===== src/rtl/cache_axi_arbiter_if.sv =====
// Signal bundle between the two caches, the arbiter and the AXI3 slave.
// The master modport is the arbiter; the slave modport is everything around it
// (both caches plus the AXI slave).
//
// Handshake rule used on every AXI channel: a transfer happens on a rising
// clock edge where valid and ready are both 1; once raised, valid and its
// payload stay unchanged until that edge, and ready never waits on anything
// the other side has not yet driven.
interface cache_axi_arbiter_if;
   // instruction cache side
   logic        inst_cache_req;
   logic [31:0] inst_cache_addr;
   logic [31:0] inst_cache_rdata;
   logic        inst_cache_dok;
   // data cache side
   logic        data_cache_rreq;
   logic        data_cache_wreq;
   logic [31:0] data_cache_addr;
   logic [31:0] data_cache_wdata;
   logic [3:0]  data_cache_wstrb;
   logic [31:0] data_cache_rdata;
   logic        data_cache_rdok;
   logic        data_cache_wdok;
   // AXI read address
   logic [3:0]  arid;
   logic [31:0] araddr;
   logic [3:0]  arlen;
   logic [2:0]  arsize;
   logic [1:0]  arburst;
   logic [1:0]  arlock;
   logic [3:0]  arcache;
   logic [2:0]  arprot;
   logic        arvalid;
   logic        arready;
   // AXI read data
   logic [3:0]  rid;
   logic [31:0] rdata;
   logic [1:0]  rresp;
   logic        rlast;
   logic        rvalid;
   logic        rready;
   // AXI write address
   logic [3:0]  awid;
   logic [31:0] awaddr;
   logic [3:0]  awlen;
   logic [2:0]  awsize;
   logic [1:0]  awburst;
   logic [1:0]  awlock;
   logic [3:0]  awcache;
   logic [2:0]  awprot;
   logic        awvalid;
   logic        awready;
   // AXI write data
   logic [3:0]  wid;
   logic [31:0] wdata;
   logic [3:0]  wstrb;
   logic        wlast;
   logic        wvalid;
   logic        wready;
   // AXI write response
   logic [3:0]  bid;
   logic [1:0]  bresp;
   logic        bvalid;
   logic        bready;

   modport master (
      input  inst_cache_req, inst_cache_addr,
      output inst_cache_rdata, inst_cache_dok,
      input  data_cache_rreq, data_cache_wreq, data_cache_addr,
      input  data_cache_wdata, data_cache_wstrb,
      output data_cache_rdata, data_cache_rdok, data_cache_wdok,
      output arid, araddr, arlen, arsize, arburst, arlock, arcache, arprot, arvalid,
      input  arready,
      input  rid, rdata, rresp, rlast, rvalid,
      output rready,
      output awid, awaddr, awlen, awsize, awburst, awlock, awcache, awprot, awvalid,
      input  awready,
      output wid, wdata, wstrb, wlast, wvalid,
      input  wready,
      input  bid, bresp, bvalid,
      output bready
   );

   modport slave (
      output inst_cache_req, inst_cache_addr,
      input  inst_cache_rdata, inst_cache_dok,
      output data_cache_rreq, data_cache_wreq, data_cache_addr,
      output data_cache_wdata, data_cache_wstrb,
      input  data_cache_rdata, data_cache_rdok, data_cache_wdok,
      input  arid, araddr, arlen, arsize, arburst, arlock, arcache, arprot, arvalid,
      output arready,
      output rid, rdata, rresp, rlast, rvalid,
      input  rready,
      input  awid, awaddr, awlen, awsize, awburst, awlock, awcache, awprot, awvalid,
      output awready,
      input  wid, wdata, wstrb, wlast, wvalid,
      output wready,
      output bid, bresp, bvalid,
      input  bready
   );
endinterface


===== src/rtl/cache_axi_arbiter.sv =====
// Single-outstanding AXI3 bridge for the instruction cache and the
// write-through data cache. Stores beat data reads, data reads beat
// instruction reads; every transaction is one beat and the winner gets a
// one-cycle done pulse. The FSM state is exported on dbg_state.
module cache_axi_arbiter #(
   parameter logic [3:0] INST_ID = 4'd0,
   parameter logic [3:0] DATA_ID = 4'd1
) (
   input  logic                       clk,
   input  logic                       resetn,
   cache_axi_arbiter_if.master        bus,
   output logic [2:0]                 dbg_state
);

   typedef enum logic [2:0] {
      S_IDLE = 3'd0,
      S_AR   = 3'd1,
      S_R    = 3'd2,
      S_AW_W = 3'd3,
      S_B    = 3'd4,
      S_DONE = 3'd5
   } state_e;

   typedef enum logic [1:0] {
      SRC_INST   = 2'd0,
      SRC_DREAD  = 2'd1,
      SRC_DWRITE = 2'd2
   } src_e;

   state_e      state_q, state_d;
   src_e        src_q;
   logic [31:0] addr_q;
   logic [31:0] wdata_q;
   logic [3:0]  wstrb_q;
   logic [31:0] inst_rdata_q;
   logic [31:0] data_rdata_q;
   logic        aw_done_q;
   logic        w_done_q;
   logic        aw_hs;
   logic        w_hs;

   // Response fields that carry nothing this single-beat bridge needs.
   logic unused_resp;
   assign unused_resp = ^{bus.rid, bus.rresp, bus.rlast, bus.bid, bus.bresp};

   assign aw_hs     = bus.awvalid & bus.awready;
   assign w_hs      = bus.wvalid  & bus.wready;
   assign dbg_state = state_q;

   // Burst attributes never change: one 32-bit INCR beat, normal access.
   assign bus.arlen   = 4'd0;
   assign bus.arsize  = 3'b010;
   assign bus.arburst = 2'b01;
   assign bus.arlock  = 2'd0;
   assign bus.arcache = 4'd0;
   assign bus.arprot  = 3'd0;
   assign bus.awlen   = 4'd0;
   assign bus.awsize  = 3'b010;
   assign bus.awburst = 2'b01;
   assign bus.awlock  = 2'd0;
   assign bus.awcache = 4'd0;
   assign bus.awprot  = 3'd0;

   // State register.
   always_ff @(posedge clk or negedge resetn) begin
      if (!resetn) state_q <= S_IDLE;
      else         state_q <= state_d;
   end

   // Next-state: arbitrate in IDLE, then follow the AXI handshakes.
   always_comb begin
      state_d = state_q;
      unique case (state_q)
         S_IDLE: begin
            if (bus.data_cache_wreq)                          state_d = S_AW_W;
            else if (bus.data_cache_rreq || bus.inst_cache_req) state_d = S_AR;
         end
         S_AR:   if (bus.arready) state_d = S_R;
         S_R:    if (bus.rvalid)  state_d = S_DONE;
         S_AW_W: if ((aw_done_q || aw_hs) && (w_done_q || w_hs)) state_d = S_B;
         S_B:    if (bus.bvalid)  state_d = S_DONE;
         S_DONE: state_d = S_IDLE;
         default: state_d = S_IDLE;
      endcase
   end

   // Request latch, per-channel write flags and read data capture.
   always_ff @(posedge clk or negedge resetn) begin
      if (!resetn) begin
         src_q        <= SRC_INST;
         addr_q       <= 32'd0;
         wdata_q      <= 32'd0;
         wstrb_q      <= 4'd0;
         inst_rdata_q <= 32'd0;
         data_rdata_q <= 32'd0;
         aw_done_q    <= 1'b0;
         w_done_q     <= 1'b0;
      end else begin
         if (state_q == S_IDLE) begin
            aw_done_q <= 1'b0;
            w_done_q  <= 1'b0;
            if (bus.data_cache_wreq) begin
               src_q   <= SRC_DWRITE;
               addr_q  <= bus.data_cache_addr;
               wdata_q <= bus.data_cache_wdata;
               wstrb_q <= bus.data_cache_wstrb;
            end else if (bus.data_cache_rreq) begin
               src_q  <= SRC_DREAD;
               addr_q <= bus.data_cache_addr;
            end else if (bus.inst_cache_req) begin
               src_q  <= SRC_INST;
               addr_q <= bus.inst_cache_addr;
            end
         end
         if (state_q == S_AW_W) begin
            if (aw_hs) aw_done_q <= 1'b1;
            if (w_hs)  w_done_q  <= 1'b1;
         end
         if (state_q == S_R && bus.rvalid) begin
            if (src_q == SRC_INST) inst_rdata_q <= bus.rdata;
            else                   data_rdata_q <= bus.rdata;
         end
      end
   end

   // Outputs decoded from registered state only; no request input reaches AXI.
   always_comb begin
      bus.arid             = (src_q == SRC_INST) ? INST_ID : DATA_ID;
      bus.araddr           = addr_q;
      bus.arvalid          = (state_q == S_AR);
      bus.rready           = (state_q == S_R);
      bus.awid             = DATA_ID;
      bus.awaddr           = addr_q;
      bus.awvalid          = (state_q == S_AW_W) && !aw_done_q;
      bus.wid              = DATA_ID;
      bus.wdata            = wdata_q;
      bus.wstrb            = wstrb_q;
      bus.wlast            = 1'b1;
      bus.wvalid           = (state_q == S_AW_W) && !w_done_q;
      bus.bready           = (state_q == S_B);
      bus.inst_cache_rdata = inst_rdata_q;
      bus.data_cache_rdata = data_rdata_q;
      bus.inst_cache_dok   = (state_q == S_DONE) && (src_q == SRC_INST);
      bus.data_cache_rdok  = (state_q == S_DONE) && (src_q == SRC_DREAD);
      bus.data_cache_wdok  = (state_q == S_DONE) && (src_q == SRC_DWRITE);
   end

endmodule


===== src/flat_wrapper.sv =====
// flat-port wrapper written by rule: the top's interface ports become plain ports
module cache_axi_arbiter_flat 
#(
   parameter logic [3:0] INST_ID = 4'd0,
   parameter logic [3:0] DATA_ID = 4'd1
)
  (clk, resetn, dbg_state, bus_inst_cache_req, bus_inst_cache_addr, bus_inst_cache_rdata, bus_inst_cache_dok, bus_data_cache_rreq, bus_data_cache_wreq, bus_data_cache_addr, bus_data_cache_wdata, bus_data_cache_wstrb, bus_data_cache_rdata, bus_data_cache_rdok, bus_data_cache_wdok, bus_arid, bus_araddr, bus_arlen, bus_arsize, bus_arburst, bus_arlock, bus_arcache, bus_arprot, bus_arvalid, bus_arready, bus_rid, bus_rdata, bus_rresp, bus_rlast, bus_rvalid, bus_rready, bus_awid, bus_awaddr, bus_awlen, bus_awsize, bus_awburst, bus_awlock, bus_awcache, bus_awprot, bus_awvalid, bus_awready, bus_wid, bus_wdata, bus_wstrb, bus_wlast, bus_wvalid, bus_wready, bus_bid, bus_bresp, bus_bvalid, bus_bready);
  cache_axi_arbiter_if bus_i ();
  input  logic clk;
  input  logic resetn;
  output logic [2:0] dbg_state;
  input wire logic [$bits(bus_i.inst_cache_req)-1:0] bus_inst_cache_req;
  input wire logic [$bits(bus_i.inst_cache_addr)-1:0] bus_inst_cache_addr;
  output wire logic [$bits(bus_i.inst_cache_rdata)-1:0] bus_inst_cache_rdata;
  output wire logic [$bits(bus_i.inst_cache_dok)-1:0] bus_inst_cache_dok;
  input wire logic [$bits(bus_i.data_cache_rreq)-1:0] bus_data_cache_rreq;
  input wire logic [$bits(bus_i.data_cache_wreq)-1:0] bus_data_cache_wreq;
  input wire logic [$bits(bus_i.data_cache_addr)-1:0] bus_data_cache_addr;
  input wire logic [$bits(bus_i.data_cache_wdata)-1:0] bus_data_cache_wdata;
  input wire logic [$bits(bus_i.data_cache_wstrb)-1:0] bus_data_cache_wstrb;
  output wire logic [$bits(bus_i.data_cache_rdata)-1:0] bus_data_cache_rdata;
  output wire logic [$bits(bus_i.data_cache_rdok)-1:0] bus_data_cache_rdok;
  output wire logic [$bits(bus_i.data_cache_wdok)-1:0] bus_data_cache_wdok;
  output wire logic [$bits(bus_i.arid)-1:0] bus_arid;
  output wire logic [$bits(bus_i.araddr)-1:0] bus_araddr;
  output wire logic [$bits(bus_i.arlen)-1:0] bus_arlen;
  output wire logic [$bits(bus_i.arsize)-1:0] bus_arsize;
  output wire logic [$bits(bus_i.arburst)-1:0] bus_arburst;
  output wire logic [$bits(bus_i.arlock)-1:0] bus_arlock;
  output wire logic [$bits(bus_i.arcache)-1:0] bus_arcache;
  output wire logic [$bits(bus_i.arprot)-1:0] bus_arprot;
  output wire logic [$bits(bus_i.arvalid)-1:0] bus_arvalid;
  input wire logic [$bits(bus_i.arready)-1:0] bus_arready;
  input wire logic [$bits(bus_i.rid)-1:0] bus_rid;
  input wire logic [$bits(bus_i.rdata)-1:0] bus_rdata;
  input wire logic [$bits(bus_i.rresp)-1:0] bus_rresp;
  input wire logic [$bits(bus_i.rlast)-1:0] bus_rlast;
  input wire logic [$bits(bus_i.rvalid)-1:0] bus_rvalid;
  output wire logic [$bits(bus_i.rready)-1:0] bus_rready;
  output wire logic [$bits(bus_i.awid)-1:0] bus_awid;
  output wire logic [$bits(bus_i.awaddr)-1:0] bus_awaddr;
  output wire logic [$bits(bus_i.awlen)-1:0] bus_awlen;
  output wire logic [$bits(bus_i.awsize)-1:0] bus_awsize;
  output wire logic [$bits(bus_i.awburst)-1:0] bus_awburst;
  output wire logic [$bits(bus_i.awlock)-1:0] bus_awlock;
  output wire logic [$bits(bus_i.awcache)-1:0] bus_awcache;
  output wire logic [$bits(bus_i.awprot)-1:0] bus_awprot;
  output wire logic [$bits(bus_i.awvalid)-1:0] bus_awvalid;
  input wire logic [$bits(bus_i.awready)-1:0] bus_awready;
  output wire logic [$bits(bus_i.wid)-1:0] bus_wid;
  output wire logic [$bits(bus_i.wdata)-1:0] bus_wdata;
  output wire logic [$bits(bus_i.wstrb)-1:0] bus_wstrb;
  output wire logic [$bits(bus_i.wlast)-1:0] bus_wlast;
  output wire logic [$bits(bus_i.wvalid)-1:0] bus_wvalid;
  input wire logic [$bits(bus_i.wready)-1:0] bus_wready;
  input wire logic [$bits(bus_i.bid)-1:0] bus_bid;
  input wire logic [$bits(bus_i.bresp)-1:0] bus_bresp;
  input wire logic [$bits(bus_i.bvalid)-1:0] bus_bvalid;
  output wire logic [$bits(bus_i.bready)-1:0] bus_bready;
  assign bus_i.inst_cache_req = bus_inst_cache_req;
  assign bus_i.inst_cache_addr = bus_inst_cache_addr;
  assign bus_inst_cache_rdata = bus_i.inst_cache_rdata;
  assign bus_inst_cache_dok = bus_i.inst_cache_dok;
  assign bus_i.data_cache_rreq = bus_data_cache_rreq;
  assign bus_i.data_cache_wreq = bus_data_cache_wreq;
  assign bus_i.data_cache_addr = bus_data_cache_addr;
  assign bus_i.data_cache_wdata = bus_data_cache_wdata;
  assign bus_i.data_cache_wstrb = bus_data_cache_wstrb;
  assign bus_data_cache_rdata = bus_i.data_cache_rdata;
  assign bus_data_cache_rdok = bus_i.data_cache_rdok;
  assign bus_data_cache_wdok = bus_i.data_cache_wdok;
  assign bus_arid = bus_i.arid;
  assign bus_araddr = bus_i.araddr;
  assign bus_arlen = bus_i.arlen;
  assign bus_arsize = bus_i.arsize;
  assign bus_arburst = bus_i.arburst;
  assign bus_arlock = bus_i.arlock;
  assign bus_arcache = bus_i.arcache;
  assign bus_arprot = bus_i.arprot;
  assign bus_arvalid = bus_i.arvalid;
  assign bus_i.arready = bus_arready;
  assign bus_i.rid = bus_rid;
  assign bus_i.rdata = bus_rdata;
  assign bus_i.rresp = bus_rresp;
  assign bus_i.rlast = bus_rlast;
  assign bus_i.rvalid = bus_rvalid;
  assign bus_rready = bus_i.rready;
  assign bus_awid = bus_i.awid;
  assign bus_awaddr = bus_i.awaddr;
  assign bus_awlen = bus_i.awlen;
  assign bus_awsize = bus_i.awsize;
  assign bus_awburst = bus_i.awburst;
  assign bus_awlock = bus_i.awlock;
  assign bus_awcache = bus_i.awcache;
  assign bus_awprot = bus_i.awprot;
  assign bus_awvalid = bus_i.awvalid;
  assign bus_i.awready = bus_awready;
  assign bus_wid = bus_i.wid;
  assign bus_wdata = bus_i.wdata;
  assign bus_wstrb = bus_i.wstrb;
  assign bus_wlast = bus_i.wlast;
  assign bus_wvalid = bus_i.wvalid;
  assign bus_i.wready = bus_wready;
  assign bus_i.bid = bus_bid;
  assign bus_i.bresp = bus_bresp;
  assign bus_i.bvalid = bus_bvalid;
  assign bus_bready = bus_i.bready;
  cache_axi_arbiter #(.INST_ID(INST_ID), .DATA_ID(DATA_ID)) u_core (.clk(clk), .resetn(resetn), .bus(bus_i), .dbg_state(dbg_state));
endmodule

===== config.mk =====
export PLATFORM = sky130hd
export DESIGN_NAME = cache_axi_arbiter_flat
export DESIGN_NICKNAME = d
export VERILOG_FILES = /design/src/rtl/cache_axi_arbiter_if.sv /design/src/rtl/cache_axi_arbiter.sv /design/src/flat_wrapper.sv
export SDC_FILE = /design/constraint.sdc
export NUM_CORES = 1
export LEC_CHECK = 0
export BUFFER_PORTS_ARGS = -buffer_cell sky130_fd_sc_hd__buf_4
export CELL_PAD_IN_SITES_DETAIL_PLACEMENT = 0
export CELL_PAD_IN_SITES_GLOBAL_PLACEMENT = 1
export CORE_AREA = 2 2 148 150
export DETAILED_ROUTE_END_ITERATION = 6
export DIE_AREA = 0 0 150 152
export PLACE_DENSITY_LB_ADDON = 0.3
export SLEW_MARGIN = 20
export SYNTH_ARGS = -nofsm -noshare
export SYNTH_HDL_FRONTEND = slang
export SYNTH_SLANG_ARGS = --single-unit

===== constraint.sdc =====
create_clock -name clk -period 2.2 [get_ports clk]
set_input_delay 0.22 -clock clk [delete_from_list [all_inputs] [get_ports clk]]
set_output_delay 0.22 -clock clk [all_outputs]
set_load 0.01 [all_outputs]

==> Yosys cells after proc, flatten, opt, wreduce, memory -nomap -nowiden <==
Index checks and enable logic that the tools add are counted.
{ "op_classes": {"n_eq_ne": 12, "n_mux": 20, "n_bitwise": 3, "reduce_logical": 20} }
{ "ops": {"columns": ["cell", "n"], "rows": [
  ["32-bit 2-to-1 mux", 3],
  ["3-bit 2-to-1 mux", 6],
  ["3-bit case mux with 5 select lines", 1],
  ["2-bit AND reduction", 4],
  ["1-bit logical AND", 7],
  ["1-bit 2-to-1 mux", 7],
  ["3-bit by 2-bit equality test with 1-bit output (second input constant)", 2],
  ["3-bit equality test (second input constant)", 2],
  ["2-bit 2-to-1 mux", 3],
  ["5-bit AND reduction", 1],
  ["2-bit by 1-bit inequality test with 1-bit output (second input constant)", 2],
  ["2-bit inequality test (second input constant)", 2],
  ["3-bit by 1-bit equality test with 1-bit output (second input constant)", 1],
  ["3-bit logical NOT", 1],
  ["1-bit logical OR", 3],
  ["3-bit by 2-bit inequality test with 1-bit output (second input constant)", 1],
  ["3-bit nonzero test", 1],
  ["1-bit bitwise AND", 2],
  ["2-bit by 1-bit equality test with 1-bit output (second input constant)", 1],
  ["2-bit equality test (second input constant)", 1],
  ["1-bit logical NOT", 2],
  ["2-bit logical NOT", 1],
  ["1-bit NOT", 1]
]} }
{ "totals": {"regBits": 139, "input_bits": 155, "out_inout_bits": 224, "wordCells": 64} }

==> Logic depth before layout (Yosys ltp) <==
Gate-level depths: netlist of the first run.
{ "logic_depth": {"ltp_word": 7, "depth_mapped": 6, "depth_no_buf": 4} }

==> Least setup slack after synthesis of the first run <==
No wires, ideal clock.
{ "synth_path": {"path_type": "flip-flop to flip-flop", "startpoint": "reg u_core.state_q[1] (netlist: u_core.dbg_state[1])", "endpoint": "reg u_core.inst_rdata_q[0] (netlist: u_core.bus.inst_cache_rdata[0])", "setup_ns": 0.125, "arrival_time_ns": 1.575, "required_ns": 2.075, "path_slack_ns": 0.500, "stages_incl_launch_ff": 7, "path_buffers": 2, "period_less_slack_ns": 1.700, "path_cell_list": "dfrtp_1 buf_4 inv_2 nor3_4 nand3_4 buf_6 mux2_4"} }
{ "synth_between": {"elab_chain_len": 3} }
{ "synth_rtl": {"columns": ["item", "line", "text"], "rows": [
  ["start: declaration", "cache_axi_arbiter.sv:30", "state_e state_q, state_d;"],
  ["start signal: assignment", "cache_axi_arbiter.sv:67", "else state_q <= state_d;"],
  ["3-bit by 2-bit equality test with 1-bit output", null, null],
  ["net bus_rready", "flat_wrapper.sv:39", "output wire logic [$bits(bus_i.rready)-1:0] bus_rready;"],
  ["1-bit logical AND", "cache_axi_arbiter.sv:119", "if (state_q == S_R && bus.rvalid) begin"],
  ["2-bit AND reduction (no line)", null, null],
  ["end signal: assignment", "cache_axi_arbiter.sv:120", "if (src_q == SRC_INST) inst_rdata_q <= bus.rdata;"],
  ["end: declaration", "cache_axi_arbiter.sv:35", "logic [31:0] inst_rdata_q;"]
]} }
The timed path passes the listed nets, and every way through them passes these cells.
A chain may end at the register's enable or synchronous reset.

==> Worst setup path in the final report of the first run <==
{ "layout_path": {"startpoint": "reg u_core.state_q[0] (netlist: u_core.dbg_state[0])", "endpoint": "out bus_data_cache_wdok"} }
{ "layout_between": {"elab_chain_len": 2} }
{ "layout_rtl": {"columns": ["item", "line", "text"], "rows": [
  ["3-bit equality test", "cache_axi_arbiter.sv:145", "bus.data_cache_wdok = (state_q == S_DONE) && (src_q == SRC_DWRITE);"],
  ["1-bit logical AND", "cache_axi_arbiter.sv:145", null],
  ["end: declaration", "flat_wrapper.sv:23", "output wire logic [$bits(bus_i.data_cache_wdok)-1:0] bus_data_cache_wdok;"]
]} }
No other way between the ends.

==> results_tabular.tex, run 1 <==
\begin{tabular}{lr}
\hline
Metric & Value \\
\hline
\multicolumn{2}{l}{\textbf{Outcome}} \\
Status & finished, final reports clean \\
\multicolumn{2}{l}{\textbf{Worst setup path}} \\
Highest-delay cell along the critical path & sky130\_fd\_sc\_hd\_\_dfrtp\_1 \\
Max Fanout on Critical Path & 10 \\
Critical Setup Path Class & reg2out \\
Critical Path, Cell by Cell & buf\_4, nand3\_1, nor3b\_1, buf\_4 \\
Most common cell on crit path & sky130\_fd\_sc\_hd\_\_buf\_4 \\
Maximum single-stage delay on the critical path & 0.53 ns \\
Crit path capture type & output port \\
Arrival time of the worst setup path & around 1.7 ns \\
Kind of start point of the critical path & register \\
Data required, critical path & between 1.5 and 2 ns \\
\multicolumn{2}{l}{\textbf{Detailed routing}} \\
Number of design-rule violations left by the first detailed-router iteration & 93 \\
Wire length reported by the detailed router & $\sim$17000 um \\
Total via count in the routed design & around 4600 \\
Count of TritonRoute iterations in the first routing pass & 4 \\
DR DRC count & 0 \\
Remaining antenna violation count after routing & 0 \\
Routed length per instance & 15.8 um \\
Average vias per placed instance & about 4.2 \\
\multicolumn{2}{l}{\textbf{Logic synthesis}} \\
Fraction of the mapped netlist area in simple logic gates & roughly 4.5\% \\
Ys flop type & sky130\_fd\_sc\_hd\_\_dfrtp\_1 \\
Cell count after synthesis & roughly 500 \\
Fraction of synthesized area in multiplexers & $\sim$26\% \\
Synthesis Warnings & 0 \\
Distinct cell type count after synthesis & 37 \\
Number of enable flip-flop cells after synthesis & 0 \\
Post-Syn Area per Cell & roughly 13 um\^{}2 \\
Share of the synthesized netlist area taken by xor and xnor gates & 0\% \\
Compound-cell area share of the yosys netlist & between 4 and 5\% \\
Dominant combinational cell family by area after synthesis & multiplexers \\
Portion of the post-synthesis area used by sequential elements & 53.5\% \\
Async set or reset register ratio after synthesis & 100\% \\
Adder and majority gate portion of the synthesized area & 0\% \\
Post-synthesis register bit count & $\sim$140 \\
Mapped Area & 0.00650 mm\^{}2 \\
\multicolumn{2}{l}{\textbf{Placement}} \\
Post-DP HPWL & between 10000 and 15000 um \\
PortBufs & $\sim$320 \\
Placed Instances & about 1000 \\
Pre-CTS WS & $\sim$0.34 ns \\
Placer's final routability congestion estimate & 0.765 \\
\multicolumn{2}{l}{\textbf{Floorplanning}} \\
Placeable core region & between 0.02 and 0.025 mm\^{}2 \\
Top-Level Pins & 379 \\
Row Count & 54 \\
Die Area & between 0.02 and 0.025 mm\^{}2 \\
Die X-Extent & about 150 um \\
Starting density of the core & approximately 30\% \\
Chip Height & 152 um \\
\multicolumn{2}{l}{\textbf{GRT}} \\
Vias in the first global route & about 4800 \\
Pin count of the biggest net entering global routing & 65 \\
Antenna violations before repair & 0 \\
Total routing resource utilization after global routing & between 10\% and 20\% \\
Global-route wire length before repair & 25800 um \\
Total global routing overflow & 0 \\
\multicolumn{2}{l}{\textbf{Clock network}} \\
Clock latency of the later-clocked register in the worst-skew pair & 0.42 ns \\
Clock tree from TritonCTS & built \\
Number of CTS-inserted buffers & 17 \\
Deepest clock path buffer count & 2 \\
Root Buffer Master & sky130\_fd\_sc\_hd\_\_clkbuf\_16 \\
Htree depth & 4 \\
Clock Sinks & 139 \\
Clock transition time at the flip-flop clock pins of the worst setup and hold paths & around 0.060 ns \\
\multicolumn{2}{l}{\textbf{Final layout}} \\
Share of final-layout standard cells stronger than drive strength 1 & a little over half \\
Layout Nets & between 900 and 1000 \\
Final design utilization & $\sim$44\% \\
Count of filler cells inserted in the layout & about 2000 \\
Area Growth Syn to Fin & 45.5\% \\
Non-filler cells in the finished layout & around 1100 \\
\multicolumn{2}{l}{\textbf{Timing}} \\
Setup Viol. Count Final & 0 \\
Final hold violation count & 0 \\
Fin. max-slew vios & 0 \\
Fmax & 512 MHz \\
Total negative setup slack & 0 ns \\
Min setup slack post-route & between 0.2 and 0.25 ns \\
Clock skew & $\sim$0.01 ns \\
Unrepaired setup endpoints after global routing & no \\
Share of the clock period used by the worst path & about nine tenths \\
Final Critical Period & between 1.5 and 2 ns \\
\multicolumn{2}{l}{\textbf{Power and ir drop}} \\
Cell internal power dissipation & between 8 and 9 mW \\
Comb pwr share & 44.9\% \\
Leakage dissipation & between 4 and 5 nW \\
Overall power of the completed layout & about 13 mW \\
Sw Pwr & approximately 4.6 mW \\
Clock Power Share & slightly above 20\% \\
Max rail drop VDD & 0.000420 V \\
Proportion of total power due to net switching & about a third \\
Power per standard cell area & approximately 1400 mW/mm\^{}2 \\
Power share of the sequential group & about a third \\
\multicolumn{2}{l}{\textbf{Worst hold path}} \\
Hold/Removal Path Class & in2reg \\
\multicolumn{2}{l}{\textbf{Job}} \\
Max Cap Violations & 0 \\
\hline
\end{tabular}
-- metal layers --
metal | track usage, % | vias up | share of wire, %
li1 | - | 2152 | -
met1 | 16.4 | 2184 | 38
met2 | 25.3 | 239 | 50
met3 | 5.47 | 22 | 9.9
met4 | 5.35 | 0 | 2.1
met5 | 0 | - | 0
-- Yosys cell counts (2+ instances only) --
master | count | area share [%]
sky130_fd_sc_hd__dfrtp_1 | 139 | 53
sky130_fd_sc_hd__buf_4 | 84 | 9.7
sky130_fd_sc_hd__nor3_1 | 4 | 0.31
sky130_fd_sc_hd__nor2_1 | 6 | 0.35
sky130_fd_sc_hd__mux2_2 | 8 | 1.4
sky130_fd_sc_hd__mux2_1 | 33 | 5.7
sky130_fd_sc_hd__nor3b_1 | 2 | 0.23
sky130_fd_sc_hd__buf_2 | 6 | 0.46
sky130_fd_sc_hd__nand3_4 | 2 | 0.54
sky130_fd_sc_hd__o21ai_0 | 35 | 2.7
sky130_fd_sc_hd__mux2_4 | 60 | 14
sky130_fd_sc_hd__buf_6 | 6 | 1.0
sky130_fd_sc_hd__a21oi_1 | 4 | 0.31
sky130_fd_sc_hd__clkbuf_1 | 7 | 0.40
sky130_fd_sc_hd__mux2i_1 | 32 | 4.9
sky130_fd_sc_hd__conb_1 | 2 | 0.12
sky130_fd_sc_hd__inv_1 | 5 | 0.29
sky130_fd_sc_hd__nand2_1 | 33 | 1.9
-- final cells by class --
class                           instances  area, um^2  share of cell area, %
Sequential cell                       139        3480                   36.7
Timing Repair Buffer                  341        2620                   27.7
Multi-Input combinational cell        285        2430                   25.7
Clock buffer                           17         425                   4.49
Tap cell                              280         350                   3.70
Clock inverter                         15         131                   1.39
Inverter                                6        22.5                  0.238
Antenna cell                            1        2.50                 0.0264
-- registers in the layout, indices dropped and copies added (netlist names) --
register / flops
u_core.bus.wdata: 32
u_core.w_done_q: 1
u_core.bus.wstrb: 4
u_core.bus.araddr: 32
u_core.aw_done_q: 1
u_core.bus.inst_cache_rdata: 32
u_core.src_q: 2
u_core.bus.data_cache_rdata: 32
u_core.dbg_state: 3
-- cells by family after synthesis --
kind of cell	count (synthesis)
compound gates	48
buf+inv	109
flops	139
mux	133
other cells	2
simple gates	56
-- metrics by stage --
| step | instance area (um^2) | hold WS (ns) |
|---|---|---|
| 6_report | 9470 | 0.0178 |
| 3_3_place_gp | 8820 | 0.193 |
| 3_5_place_dp | 8820 | 0.201 |
| 4_1_cts | 9470 | 0.000624 |
| 5_1_grt | 9470 | 0.000330 |
| 2_1_floorplan | 6680 | -0.0756 |
-- what timing repair did --
action | 4_1_cts | 5_1_grt
hold buffers | 9 | 0
setup buffers | 0 | 0
hold endpoints to repair | 56 | 0
gates resized for setup | 0 | 0
-- layout by cell type (no fill, tap or decap), types with 4 or more instances in the layout --
cell type                       Yosys  routed
sky130_fd_sc_hd__a21oi_1            4       4
sky130_fd_sc_hd__buf_4             84     328
sky130_fd_sc_hd__clkbuf_16          0      17
sky130_fd_sc_hd__conb_1             2      48
sky130_fd_sc_hd__dfrtp_1          139     139
sky130_fd_sc_hd__dlygate4sd3_1      0       9
sky130_fd_sc_hd__inv_1              5       5
sky130_fd_sc_hd__inv_6              0       4
sky130_fd_sc_hd__inv_8              0       4
sky130_fd_sc_hd__mux2_1            33      33
sky130_fd_sc_hd__mux2_2             8       8
sky130_fd_sc_hd__mux2_4            60      60
sky130_fd_sc_hd__mux2i_1           32      32
sky130_fd_sc_hd__nand2_1           33      33
sky130_fd_sc_hd__nor2_1             6       5
sky130_fd_sc_hd__nor3_1             4       4
sky130_fd_sc_hd__o21ai_0           35      35
-- power groups by stage --
stage / logic (mW) / registers [mW] / clock network, mW
6_report: 5.97 / 4.64 / 2.69
5_1_grt: 6.41 / 4.82 / 2.91
4_1_cts: 6.06 / 4.66 / 2.77
3_5_place_dp: 6.04 / 4.69 / 0
3_3_place_gp: 5.96 / 4.63 / 0
2_1_floorplan: 2.77 / 5.08 / 0
-- worst max-delay path: cells and delay by family, from the launching register on --
family / cells / cell delay (ns)
buf+inv: 2 / 0.41
flops: 1 / 0.53
simple gates: 2 / 0.38
-- final timing paths --
path                                          from                         endpoint  slack, ns  cells past startpoint
hold / removal             bus_data_cache_wdata[5]              u_core.bus.wdata[5]       0.02                      2
min in group asynchronous                   resetn  u_core.bus.data_cache_rdata[31]       0.31                      2
setup / recovery               u_core.dbg_state[0]              bus_data_cache_wdok       0.25                      4
max in group asynchronous                   resetn            u_core.bus.araddr[31]       1.25                      3
hold reg to reg               u_core.bus.wdata[13]             u_core.bus.wdata[13]       0.49                      1
setup reg to reg               u_core.dbg_state[0]              u_core.bus.wdata[3]       0.35                      5
Power figures use the tool's default switching activity.
==> run 2: changes to the inputs <==
- SETUP_SLACK_MARGIN: unset -> 0.5
==> run 2 against run 1 <==
Against the previous run:
- critical path type is now reg2reg
- highest routed layer unchanged
- combinational power increased by 3%
- clock skew increased by 0.0026 ns
- global-route usage decreased by 0.23 points
- die area unchanged
- largest cell class unchanged
==> results_tabular.tex, run 2 (synthesis gave the netlist of run 1 again) <==
\begin{tabular}{lr}
\hline
Metric & Value \\
\hline
\multicolumn{2}{l}{\textbf{Outcome}} \\
Status & finished, final reports clean \\
\multicolumn{2}{l}{\textbf{Worst setup path}} \\
Number of buffer and inverter instances along the worst setup path & 2 \\
Max Fanout on Critical Path & 13 \\
Arrival time of the worst setup path & $\sim$2.0 ns \\
Worst setup startpoint & u\_core.dbg\_state[0] \\
Critical Path, Cell by Cell & buf\_4, nor3\_4, and2\_4, clkbuf\_16, mux2\_1 \\
Reg2reg setup slack & roughly 0.50 ns \\
Kind of start point of the critical path & register \\
Critical Setup Path Class & reg2reg \\
Crit path capture type & register \\
Highest-delay cell along the critical path & sky130\_fd\_sc\_hd\_\_dfrtp\_2 \\
Crit-path leading delay family & flip-flops \\
Data required, critical path & 2.50 ns \\
Maximum single-stage delay on the critical path & 0.45 ns \\
R2r startpoint & u\_core.dbg\_state[0] \\
\multicolumn{2}{l}{\textbf{Timing}} \\
Share of the clock period used by the worst path & 77.2\% \\
Min setup slack post-route & 0.503 ns \\
Worst-Margin Slew & about 0.57 ns \\
Setup Viol. Count Final & 0 \\
Final Critical Period & between 1.5 and 2 ns \\
Total negative setup slack & 0 ns \\
Unrepaired setup endpoints after global routing & yes \\
Worst slew margin relative to its limit & 61.7\% \\
Final hold violation count & 0 \\
Fmax & about 590 MHz \\
Clock skew & $\sim$0.013 ns \\
Fin. max-slew vios & 0 \\
\multicolumn{2}{l}{\textbf{Clock network}} \\
Clock latency of the later-clocked register in the worst-skew pair & approximately 0.41 ns \\
Clock transition time at the flip-flop clock pins of the worst setup and hold paths & $\sim$0.07 ns \\
Number of CTS-inserted buffers & 17 \\
Deepest clock path buffer count & 2 \\
Root Buffer Master & sky130\_fd\_sc\_hd\_\_clkbuf\_16 \\
Clock tree from TritonCTS & built \\
Htree depth & 4 \\
Clock Sinks & 139 \\
\multicolumn{2}{l}{\textbf{Final layout}} \\
Count of filler cells inserted in the layout & between 1500 and 2000 \\
Share of final-layout standard cells stronger than drive strength 1 & a little under three fifths \\
Most frequent standard cell in the layout excluding fill and tap cells & sky130\_fd\_sc\_hd\_\_buf\_4 \\
Non-filler cells in the finished layout & between 1000 and 1500 \\
Number of diodes & 0 \\
Area Growth Syn to Fin & 47.9\% \\
Top library cells by usage in the layout, fill and taps aside & 327 x sky130\_fd\_sc\_hd\_\_buf\_4, 136 x sky130\_fd\_sc\_hd\_\_dfrtp\_1, 60 x sky130\_fd\_sc\_hd\_\_mux2\_4, 48 x sky130\_fd\_sc\_hd\_\_conb\_1, 35 x sky130\_fd\_sc\_hd\_\_o21ai\_0 \\
Layout Nets & between 900 and 1000 \\
Final non-filler cell area & 0.00962 mm\^{}2 \\
\multicolumn{2}{l}{\textbf{Job}} \\
Max Cap Violations & 0 \\
\multicolumn{2}{l}{\textbf{Placement}} \\
Pre-CTS WS & around 0.23 ns \\
PortBufs & around 320 \\
Placed Instances & 1038 \\
Post-DP HPWL & roughly 13000 um \\
Cell area reported after detailed placement & $\sim$0.0088 mm\^{}2 \\
Placer's final routability congestion estimate & approximately 0.77 \\
\multicolumn{2}{l}{\textbf{Worst hold path}} \\
Hold/Removal Path Class & in2reg \\
Startpoint of the most critical hold path & bus\_data\_cache\_wdata[27] \\
\multicolumn{2}{l}{\textbf{GRT}} \\
Total routing resource utilization after global routing & 14.4\% \\
Antenna violations before repair & 0 \\
Vias in the first global route & approximately 4700 \\
Total global routing overflow & 0 \\
Global-route wire length before repair & between 20000 and 30000 um \\
Pin count of the biggest net entering global routing & 70 \\
\multicolumn{2}{l}{\textbf{Floorplanning}} \\
Top-Level Pins & about 380 \\
Row Count & 54 \\
Starting density of the core & a little under a third \\
Chip Height & $\sim$150 um \\
Die Area & $\sim$0.023 mm\^{}2 \\
Placeable core region & 0.0214 mm\^{}2 \\
Die X-Extent & about 150 um \\
\multicolumn{2}{l}{\textbf{Detailed routing}} \\
Wire length reported by the detailed router & between 15000 and 20000 um \\
Number of design-rule violations left by the first detailed-router iteration & $\sim$120 \\
Count of TritonRoute iterations in the first routing pass & 4 \\
Remaining antenna violation count after routing & 0 \\
Average vias per placed instance & approximately 4.2 \\
DR DRC count & 0 \\
Total via count in the routed design & roughly 4600 \\
Routed length per instance & between 15 and 20 um \\
\multicolumn{2}{l}{\textbf{Power and ir drop}} \\
Max rail drop VDD & 0.000580 V \\
Power per standard cell area & roughly 1400 mW/mm\^{}2 \\
Leakage dissipation & 4.96 nW \\
\hline
\end{tabular}
[run 2: changes by cell type in the layout (fill, tap and decap cells not counted), sizes merged, moves of 2 or more]
cell         delta
bufinv          +2
buf             +4
dlygate4sd3     -4
clkbuf          +2
clkinv          -2
[run 2: metal layers]
layer  GRT usage, %  routed length [um]  vias to the layer above
met4           5.44                 240                        0
met1           17.0                6780                     2181
li1               -                   -                     2151
met2           24.7                8570                      238
met3           4.20                1600                       14
met5              0                   0                        -
[run 2: final timing paths]
| path | cells past startpoint | endpoint |
|---|---|---|
| max | 5 | u_core.bus.wdata[15] |
| min | 2 | u_core.bus.wdata[27] |
| max reg2reg | 5 | u_core.bus.wdata[15] |
| min reg2reg | 1 | u_core.bus.wdata[17] |
| max in group asynchronous | 3 | u_core.bus.araddr[30] |
| min in group asynchronous | 2 | u_core.bus.wdata[27] |
[run 2: where the power goes]
group,switching (mW),internal (mW)
combinational,2.61,3.55
clock,1.23,1.75
sequential,0.869,3.81
[run 2: cell type report]
cell class              count  area (um^2)  share of cell area [%]
clock buffers              18          439                    4.56
clock inverters            14          178                    1.85
inverters                   6         25.0                   0.260
multi-input cells         285         2480                    25.7
flip-flops and latches    139         3480                    36.2
well taps                 280          350                    3.64
repair buffers            342         2670                    27.8
[run 2: what timing repair did]
item                                    CTS  global route
resized for setup                        18             8
hold endpoints to repair                 46             0
endpoints found under the setup margin  135            76
hold buffers                              5             0
pin swaps                                 1             3
buffers inserted                          4             4
cloned                                    0             1
[run 2: per-stage QoR]
stage,hold WS [ns],power [mW],utilization [%]
floorplan,-0.0756,7.86,-
global placement,0.173,10.6,41.1
detailed placement,0.179,10.7,41.1
CTS,0.000310,13.9,44.7
global route,0.00245,14.7,45.1
finish,0.0201,13.8,45.1
==> run 3: changes to the inputs <==
- ABC_AREA: unset -> 1
- CORE_AREA: 2 2 148 150 -> unset
- CORE_MARGIN: unset -> 2
- CORE_UTILIZATION: unset -> 28
- DIE_AREA: 0 0 150 152 -> unset
- clock period: 2.2 -> 1.4 ns (I/O delays scaled with it)
==> run 3 against run 2 <==
Against the previous run:
- the flow now finishes with violations (setup timing)
- fmax grew 8.4%
- core utilization grew 12 points
- clock power grew 55%
- synthesized cell count grew 31%
- sequential cell count is the same
- largest cell class is now buffers
- total power grew 110%
==> results_tabular.tex, run 3 <==
\begin{tabular}{lr}
\hline
Metric & Value \\
\hline
\multicolumn{2}{l}{\textbf{Logic synthesis}} \\
Area fraction of the dominant cell type after synthesis & between 50\% and 60\% \\
Most repeated cell in the gate-level netlist after synthesis & sky130\_fd\_sc\_hd\_\_dfrtp\_1 \\
Compound-cell area share of the yosys netlist & a little under an eighth \\
Dominant combinational cell family by area after synthesis & buffers and inverters \\
Mapped Area & 0.00645 mm\^{}2 \\
Number of enable flip-flop cells after synthesis & 0 \\
Post-synthesis cell type with the largest combined area & sky130\_fd\_sc\_hd\_\_dfrtp\_1 \\
Distinct cell type count after synthesis & 28 \\
Fraction of synthesized area in multiplexers & 7.98\% \\
Cell count after synthesis & 640 \\
Adder and majority gate portion of the synthesized area & 0\% \\
Post-Syn Area per Cell & between 10 and 15 um\^{}2 \\
Synthesis Warnings & 0 \\
Async set or reset register ratio after synthesis & 100\% \\
Post-synthesis register bit count & between 100 and 150 \\
Portion of the post-synthesis area used by sequential elements & 54.0\% \\
Share of the synthesized netlist area taken by xor and xnor gates & 0\% \\
Cell types with the largest area share after synthesis & sky130\_fd\_sc\_hd\_\_dfrtp\_1 54\%, sky130\_fd\_sc\_hd\_\_buf\_4 9.9\%, sky130\_fd\_sc\_hd\_\_mux2\_4 6.8\% \\
Top post-synthesis cells by count & 139 x sky130\_fd\_sc\_hd\_\_dfrtp\_1, 86 x sky130\_fd\_sc\_hd\_\_o21ai\_0, 85 x sky130\_fd\_sc\_hd\_\_buf\_4, 79 x sky130\_fd\_sc\_hd\_\_nand2\_1, 74 x sky130\_fd\_sc\_hd\_\_nor2\_1 \\
Ys flop type & sky130\_fd\_sc\_hd\_\_dfrtp\_1 \\
Fraction of the mapped netlist area in simple logic gates & a little under an eighth \\
\multicolumn{2}{l}{\textbf{Worst hold path}} \\
Hold Path Cell Cnt & 3 \\
Hold/Removal Path Class & in2reg \\
\multicolumn{2}{l}{\textbf{Final layout}} \\
Number of diodes & 0 \\
Area Growth Syn to Fin & 101\% \\
Non-filler cells in the finished layout & approximately 1400 \\
Share of final-layout standard cells stronger than drive strength 1 & 58.6\% \\
Layout Nets & $\sim$1300 \\
Final non-filler cell area & about 0.013 mm\^{}2 \\
Most frequent standard cell in the layout excluding fill and tap cells & sky130\_fd\_sc\_hd\_\_buf\_4 \\
Top library cells by usage in the layout, fill and taps aside & 236 x sky130\_fd\_sc\_hd\_\_buf\_4, 199 x sky130\_fd\_sc\_hd\_\_buf\_6, 133 x sky130\_fd\_sc\_hd\_\_dfrtp\_1, 68 x sky130\_fd\_sc\_hd\_\_dlygate4sd3\_1, 65 x sky130\_fd\_sc\_hd\_\_nor2\_1 \\
\multicolumn{2}{l}{\textbf{Worst setup path}} \\
Worst R2R End & u\_core.bus.data\_cache\_rdata[0] \\
Kind of start point of the critical path & register \\
Worst Reg2Reg Path Length in Cells & 10 \\
Worst setup startpoint & u\_core.dbg\_state[2] \\
Critical Path, Cell by Cell & inv\_4, buf\_6, nand2\_4, nor2\_4, buf\_6, buf\_4, nand3\_4, clkbuf\_16, nand2\_1, o21ai\_1 \\
Max Fanout on Critical Path & 24 \\
Last element of the critical path & u\_core.bus.data\_cache\_rdata[0] \\
Critical Setup Path Class & reg2reg \\
Arrival time of the worst setup path & 1.88 ns \\
R2r startpoint & u\_core.dbg\_state[2] \\
Reg2reg setup slack & -0.17 ns \\
Highest-delay cell along the critical path & sky130\_fd\_sc\_hd\_\_dfrtp\_2 \\
Data required, critical path & 1.71 ns \\
Crit path capture type & register \\
Most common cell on crit path & sky130\_fd\_sc\_hd\_\_buf\_6 \\
Maximum single-stage delay on the critical path & around 0.42 ns \\
\multicolumn{2}{l}{\textbf{Detailed routing}} \\
DR DRC count & 0 \\
Number of design-rule violations left by the first detailed-router iteration & 220 \\
Routed length per instance & roughly 16 um \\
Remaining antenna violation count after routing & 0 \\
Average vias per placed instance & 4.31 \\
Wire length reported by the detailed router & between 20000 and 25000 um \\
Total via count in the routed design & $\sim$6200 \\
Count of TritonRoute iterations in the first routing pass & 4 \\
\multicolumn{2}{l}{\textbf{Floorplanning}} \\
Chip Height & between 150 and 200 um \\
Starting density of the core & 28.5\% \\
Top-Level Pins & between 300 and 400 \\
Die X-Extent & $\sim$160 um \\
Row Count & 55 \\
Placeable core region & around 0.023 mm\^{}2 \\
Die Area & between 0.02 and 0.025 mm\^{}2 \\
\multicolumn{2}{l}{\textbf{Power and ir drop}} \\
Power per standard cell area & around 2200 mW/mm\^{}2 \\
Overall power of the completed layout & 28.8 mW \\
Leakage dissipation & 6.46 nW \\
Max rail drop VDD & between 0.001 and 0.0015 V \\
\multicolumn{2}{l}{\textbf{Timing}} \\
Final Critical Period & between 1.5 and 2 ns \\
Final hold violation count & 0 \\
Min setup slack post-route & -0.165 ns \\
Clock skew & around 0.012 ns \\
Fmax & roughly 640 MHz \\
Total negative setup slack & -14.79 ns \\
Setup Viol. Count Final & 140 \\
Share of the clock period used by the worst path & 112\% \\
Fin. max-slew vios & 0 \\
Unrepaired setup endpoints after global routing & yes \\
\multicolumn{2}{l}{\textbf{Placement}} \\
Placer's final routability congestion estimate & approximately 0.74 \\
PortBufs & 317 \\
Placed Instances & $\sim$1200 \\
Cell area reported after detailed placement & approximately 0.0090 mm\^{}2 \\
Post-DP HPWL & approximately 14000 um \\
\multicolumn{2}{l}{\textbf{GRT}} \\
Global-route wire length before repair & 33600 um \\
Vias in the first global route & about 6200 \\
Total global routing overflow & 0 \\
Antenna violations before repair & 0 \\
Pin count of the biggest net entering global routing & 49 \\
Total routing resource utilization after global routing & between 10\% and 20\% \\
\multicolumn{2}{l}{\textbf{Clock network}} \\
Clock Sinks & 139 \\
Htree depth & 4 \\
Number of CTS-inserted buffers & 17 \\
Deepest clock path buffer count & 2 \\
Clock tree from TritonCTS & built \\
Root Buffer Master & sky130\_fd\_sc\_hd\_\_clkbuf\_16 \\
Clock transition time at the flip-flop clock pins of the worst setup and hold paths & approximately 0.07 ns \\
Clock latency of the later-clocked register in the worst-skew pair & around 0.42 ns \\
\multicolumn{2}{l}{\textbf{Outcome}} \\
Violations in the final reports & setup timing \\
Status & finished, violations left \\
\multicolumn{2}{l}{\textbf{Job}} \\
Max Cap Violations & 0 \\
\hline
\end{tabular}
## run 3: cell types whose count changed after synthesis, moves of 5 or more
| cell | before | now |
|---|---|---|
| sky130_fd_sc_hd__o21ai_1 | 0 | 12 |
| sky130_fd_sc_hd__nor2_1 | 6 | 74 |
| sky130_fd_sc_hd__mux2_4 | 60 | 29 |
| sky130_fd_sc_hd__nand3_1 | 1 | 6 |
| sky130_fd_sc_hd__buf_2 | 6 | 12 |
| sky130_fd_sc_hd__nand2_1 | 33 | 79 |
| sky130_fd_sc_hd__o21a_1 | 1 | 32 |
| sky130_fd_sc_hd__mux2_1 | 33 | 0 |
| sky130_fd_sc_hd__mux2i_1 | 32 | 0 |
| sky130_fd_sc_hd__o21ai_0 | 35 | 86 |
| sky130_fd_sc_hd__inv_1 | 5 | 45 |
## run 3: routing by layer
| layer | global-route usage (%) | vias to the layer above | share of wire [%] |
|---|---|---|---|
| li1 | - | 2936 | - |
| met1 | 21.9 | 3011 | 39 |
| met2 | 31.4 | 215 | 53 |
| met3 | 4.42 | 21 | 5.7 |
| met4 | 5.77 | 2 | 1.7 |
| met5 | 0 | - | 0.025 |
## run 3: cell type report
type                       count  area, um^2
fill                        1914        9680
timing repair buffer         541        5610
sequential                   139        3490
multi-input combinational    390        2740
clock buffer                  17         425
tap                          285         357
inverter                      48         185
clock inverter                14         163
## run 3: repair_timing
action                                 in CTS  in global routing
endpoints found under the hold margin     235                  0
gates cloned                               16                  7
pin swaps                                   5                  6
setup endpoints to repair                 315                315
buffers inserted                           54                 48
resized for setup                         238                156
hold buffers                               68                  0
## run 3: worst max-delay path, delay by kind of cell (launching register included)
kind | cells | cell delay, ns
compound gates | 1 | 0.06
buf+inv | 5 | 0.63
flops | 1 | 0.42
simple gates | 4 | 0.34
## run 3: power by group
group | switching, mW | internal [mW]
Combinational | 6.16 | 10.3
Clock | 1.96 | 2.66
Sequential | 1.80 | 5.96
Total | 9.91 | 18.9
## run 3: worst min path at each step
| stage | end | start | slack [ns] |
|---|---|---|---|
| finish | u_core.bus.inst_cache_rdata[1] | bus_rdata[1] | 0.01 |
| global route | u_core.bus.inst_cache_rdata[1] | bus_rdata[1] | 0.02 |
| CTS | u_core.bus.data_cache_rdata[2] | bus_rdata[2] | 0.008 |
| detailed placement | u_core.bus.data_cache_rdata[3] | resetn | 0.03 |
| global placement | u_core.bus.data_cache_rdata[3] | resetn | 0.03 |
| floorplan | u_core.aw_done_q | resetn | -0.16 |
## run 3: per-stage QoR
| step | setup WS (ns) | hold slack [ns] | util, % |
|---|---|---|---|
| final | -0.165 | 0.0127 | 57.3 |
| after global routing | -0.232 | 0.0219 | 57.3 |
| after CTS | -0.169 | 0.00751 | 52.8 |
| after detailed placement | -0.0892 | 0.0334 | 39.6 |
| after global placement | -0.0613 | 0.0322 | 39.6 |
| after floorplan | -0.0120 | -0.156 | - |
## run 3: logic make-up (layout without fill, tap and decap cells)
group | count (synthesis) | in the layout
other | 2 | 48
buffers and inverters | 157 | 620
multiplexers | 36 | 36
AO/OA/AOI/OAI | 134 | 134
flip-flops | 139 | 139
AND/OR/NAND/NOR | 172 | 172
